### src/rtl/param_dp_ram_pkg.sv
// rtl/param_dp_ram_pkg.sv - shared state type and default parameters for param_dp_ram
package param_dp_ram_pkg;

   typedef enum logic {
      CLEAR = 1'b0,
      READY = 1'b1
   } state_t;

   localparam int DEF_DATA_W       = 8;
   localparam int DEF_ADDR_W       = 4;
   localparam int DEF_WR_FIRST     = 1;
   localparam int DEF_CLR_ON_RESET = 1;

endpackage

### src/rtl/param_dp_ram_core.sv
// rtl/param_dp_ram_core.sv - DEPTH x DATA_W storage array, one write port, one read port
module dp_ram_core #(
   parameter int DATA_W = 8,
   parameter int ADDR_W = 4
) (
   input  logic              clk,
   input  logic              we,
   input  logic [ADDR_W-1:0] waddr,
   input  logic [DATA_W-1:0] wdata,
   input  logic [ADDR_W-1:0] raddr,
   output logic [DATA_W-1:0] rdata
);

   localparam int DEPTH = 2 ** ADDR_W;

   logic [DATA_W-1:0] mem [DEPTH];

   // Read is combinational so the caller sees pre-write contents on a same-edge collision.
   assign rdata = mem[raddr];

   always_ff @(posedge clk) begin
      if (we) begin
         mem[waddr] <= wdata;
      end
   end

endmodule

### src/rtl/param_dp_ram.sv
// rtl/param_dp_ram.sv - dual-port RAM with clear sweep FSM, collision mux and registered read
module param_dp_ram
   import param_dp_ram_pkg::*;
#(
   parameter int DATA_W       = DEF_DATA_W,
   parameter int ADDR_W       = DEF_ADDR_W,
   parameter int WR_FIRST     = DEF_WR_FIRST,
   parameter int CLR_ON_RESET = DEF_CLR_ON_RESET
) (
   input  logic              clk,
   input  logic              rst_n,
   input  logic              clr,
   input  logic              wr_en,
   input  logic [ADDR_W-1:0] wr_addr,
   input  logic [DATA_W-1:0] din,
   input  logic              rd_en,
   input  logic [ADDR_W-1:0] rd_addr,
   output logic [DATA_W-1:0] dout,
   output logic              rd_valid,
   output logic              busy
);

   localparam logic [ADDR_W-1:0] LAST_ADDR = {ADDR_W{1'b1}};

   state_t            state;
   logic [ADDR_W-1:0] clr_cnt;
   logic              mem_we;
   logic [ADDR_W-1:0] mem_waddr;
   logic [DATA_W-1:0] mem_wdata;
   logic [DATA_W-1:0] mem_rdata;
   logic              collide;

   // The sweep owns the write port while clearing; user strobes are dropped.
   always_comb begin
      mem_we    = 1'b0;
      mem_waddr = wr_addr;
      mem_wdata = din;
      if (state == CLEAR) begin
         mem_we    = 1'b1;
         mem_waddr = clr_cnt;
         mem_wdata = '0;
      end else begin
         mem_we    = wr_en;
      end
   end

   assign collide = (WR_FIRST != 0) && wr_en && (wr_addr == rd_addr);

   dp_ram_core #(
      .DATA_W (DATA_W),
      .ADDR_W (ADDR_W)
   ) u_core (
      .clk   (clk),
      .we    (mem_we),
      .waddr (mem_waddr),
      .wdata (mem_wdata),
      .raddr (rd_addr),
      .rdata (mem_rdata)
   );

   always_ff @(posedge clk or negedge rst_n) begin
      if (!rst_n) begin
         state    <= (CLR_ON_RESET != 0) ? CLEAR : READY;
         clr_cnt  <= '0;
         dout     <= '0;
         rd_valid <= 1'b0;
      end else begin
         rd_valid <= 1'b0;
         case (state)
            CLEAR: begin
               if (clr_cnt == LAST_ADDR) begin
                  state   <= READY;
                  clr_cnt <= '0;
               end else begin
                  clr_cnt <= clr_cnt + 1'b1;
               end
            end
            READY: begin
               if (rd_en) begin
                  dout     <= collide ? din : mem_rdata;
                  rd_valid <= 1'b1;
               end
               if (clr) begin
                  state   <= CLEAR;
                  clr_cnt <= '0;
               end
            end
            default: state <= READY;
         endcase
      end
   end

   assign busy = (state == CLEAR);

endmodule

### config.mk
export PLATFORM = sky130hd
export DESIGN_NAME = param_dp_ram
export DESIGN_NICKNAME = d
export VERILOG_FILES = /design/src/rtl/param_dp_ram_pkg.sv /design/src/rtl/param_dp_ram_core.sv /design/src/rtl/param_dp_ram.sv
export SDC_FILE = /design/constraint.sdc
export NUM_CORES = 1
export LEC_CHECK = 0
export ABC_AREA = 1
export CORE_MARGIN = 4
export CORE_UTILIZATION = 44
export CTS_CLUSTER_SIZE = 40
export DETAILED_ROUTE_END_ITERATION = 6
export GPL_TIMING_DRIVEN = 1
export HOLD_SLACK_MARGIN = 0.08
export PLACE_DENSITY = 0.62
export SKIP_CTS_REPAIR_TIMING = 1
export SLEW_MARGIN = 10
export SYNTH_ARGS = -nofsm -noshare
export SYNTH_HDL_FRONTEND = slang
export SYNTH_HIERARCHICAL = 1
export SYNTH_SLANG_ARGS = --single-unit
### constraint.sdc
create_clock -name clk -period 3.2 [get_ports clk]
set_input_delay 0.96 -clock clk [delete_from_list [all_inputs] [get_ports clk]]
set_output_delay 0.96 -clock clk [all_outputs]
set_load 0.03 [all_outputs]
==> flow_summary.ini <==
[setup_path]
worst_ep_required_time_ns = 2.24
critPathKind = flop to output pin
end_kind = output pin
r2r_slack_ns = 0.77
rr_startpoint = state
ff2ff_path_depth = 5
r2r_end = u_core/mem[7][5]
cp_data_arrival_time_ns = 1.91
crit_chain = inv_2 > clkdlybuf4s50_1
path_max_fanout = 15
startpoint_type = flop
slowest_delay_ns = 0.70
cp_slowest_cell = clkdlybuf4s50_1

[global_routing]
antenna_found_initial = 0
grt.total_usage_pct = 19.1
grt_pass1_vias = 4433
grt_pass1_wl_um = 23700
grt_max_degree = 41
grt_overflow = 0

[place]
portBuffers = 30
placed_area_um2 = 7060
hpwl_um = 10100
gp_congestion = 0.845

[final_layout]
final_layout_size_suffix_gt1_share_pct = 8.78
nets = 749
layout_commonest_cell = nand2_1
fin_area_um2 = 7690
fillCellCount = 1266
final_cell_mix = nand2_1, inv_1, edfxtp_1
multi_input_area_um2 = 1680
final-seq-area_um2 = 4190
area_growth_pct = 17.1
antenna_cells = 0

[detailed_routing]
vias = 4706
antenna_left = 0
dr.first_iter.drc_count = 549
drc_errors = 0
drt-pass1-iter-count = 5
drt_wl_total_um = 15200
avgRoutedWirePerCell_um = 16.5
viasPerCell = 5.09

[floorplan]
initial_core_util_pct = 45.0
row_count = 44
die_w_um = 130
fp.dieH_um = 130
top_level_ports = 31
die-area_um2 = 17000
coreArea_um2 = 14600

[clocking]
clkLatencyLatePin_ns = 0.42
clockRootBuffer = clkbuf_16
cts_tree = built
path_clk_slew_ns = 0.06
cts_max_path_buffers = 2
clkSinkCount = 142
cts_buffers = 17
htree_levels = 4

[yosys]
ys_warn_count = 6
synth_nets = 709
syn_area_um2 = 6570
syn_inst = 687
ys_seq_area_share_pct = 63.8
synth_area_leader_cell = edfxtp_1
synth_top_area_share_pct = 58.5
ys_seq_elements = 142
synth_cell_types = 26
syn_area_per_cell_um2 = 9.57
synth_area_leaders = edfxtp_1, nand2_1, nand3_1, inv_1, dfrtp_1

[hold_path]
holdPathEnd = dout[0]
hold_start = dout[0]
hold_depth = 2
min_path_type = flop to flop

[pwr]
p_leak_nw = 3.51
power_mw = 6.47
peakVddDrop_uv = 454
pwr_density_cell_nw_per_um2 = 840

[sta]
hold_viol = 0
tightest_slew_ns = 0.763
fin_tns_setup_ns = 0
relSlewSlack_pct = 48.9
finalSetupViolations = 0
drv_slew = 0
clock.fmax_mhz = 348
fin_skew_ns = 0.00556
timing.final.crit_share_pct = 89.7
rsz0062_at_grt = no
fin_crit_ns = 2.87

[job]
drv_cap = 0

[status]
status = finished clean
[per-stage QoR]
step	util (%)	setup slack [ns]	hold slack, ns	cells
after CTS	52.7	0.335	0.488	924
after global placement	48.4	0.271	0.468	892
after floorplan	-	0.973	0.515	687
after global routing	52.7	0.235	0.504	924
final	52.7	0.328	0.481	924
after detailed placement	48.4	0.222	0.471	892
[Yosys cell counts, drive strengths merged]
library cell / count
o22ai: 2
ha: 1
nand3: 108
buf: 25
nand4: 8
or2: 2
edfxtp: 128
nand3b: 2
o21ai: 6
dfrtp: 14
nor2: 28
nand2: 223
inv: 140
[flip-flops by register name, indices dropped and copies added (netlist names)]
name        flops
u_core/mem    128
dout            8
clr_cnt         4
state           1
rd_valid        1
[critical path: cells and delay by family, from the launching register on]
kind,cells,cell delay [ns]
buf+inv,2,0.93
flops,1,0.56
[how the worst max path moves through the flow]
stage	startpoint	end	depth (start not counted)
finish	state	busy	2
global route	state	busy	2
CTS	state	busy	2
detailed placement	wr_addr[1]	u_core/mem[7][5]	5
global placement	wr_addr[1]	u_core/mem[2][6]	5
floorplan	wr_addr[3]	u_core/mem[12][0]	4
[logic make-up after synthesis]
kind of cell	after synthesis	share of synthesized area [%]
AO/OA/AOI/OAI	8	0.742
adder cells (fa/ha/maj)	1	0.190
buffers and inverters	165	10.7
flip-flops	142	63.8
AND/OR/NAND/NOR	371	24.6
[cell type report]
type / count / share of cell area, %
clock buffer: 18 / 5.58
clock inverter: 14 / 2.70
inverter: 140 / 6.89
multi-input combinational: 380 / 21.8
sequential: 142 / 54.5
tap: 184 / 2.99
timing repair buffer: 46 / 5.56
[power breakdown]
group	switching, mW	internal [mW]	leakage, nW
Clock	0.794	1.32	0.304
Combinational	1.08	0.445	1.84
Sequential	0.157	2.66	1.37
Total	2.03	4.43	3.51
[layer usage]
layer	GRT usage, %	part of all wire, %
met5	0	0
met4	7.40	2.2
met3	4.58	6.0
met2	28.8	47
met1	26.9	45
(Power assumes the default switching activity.)
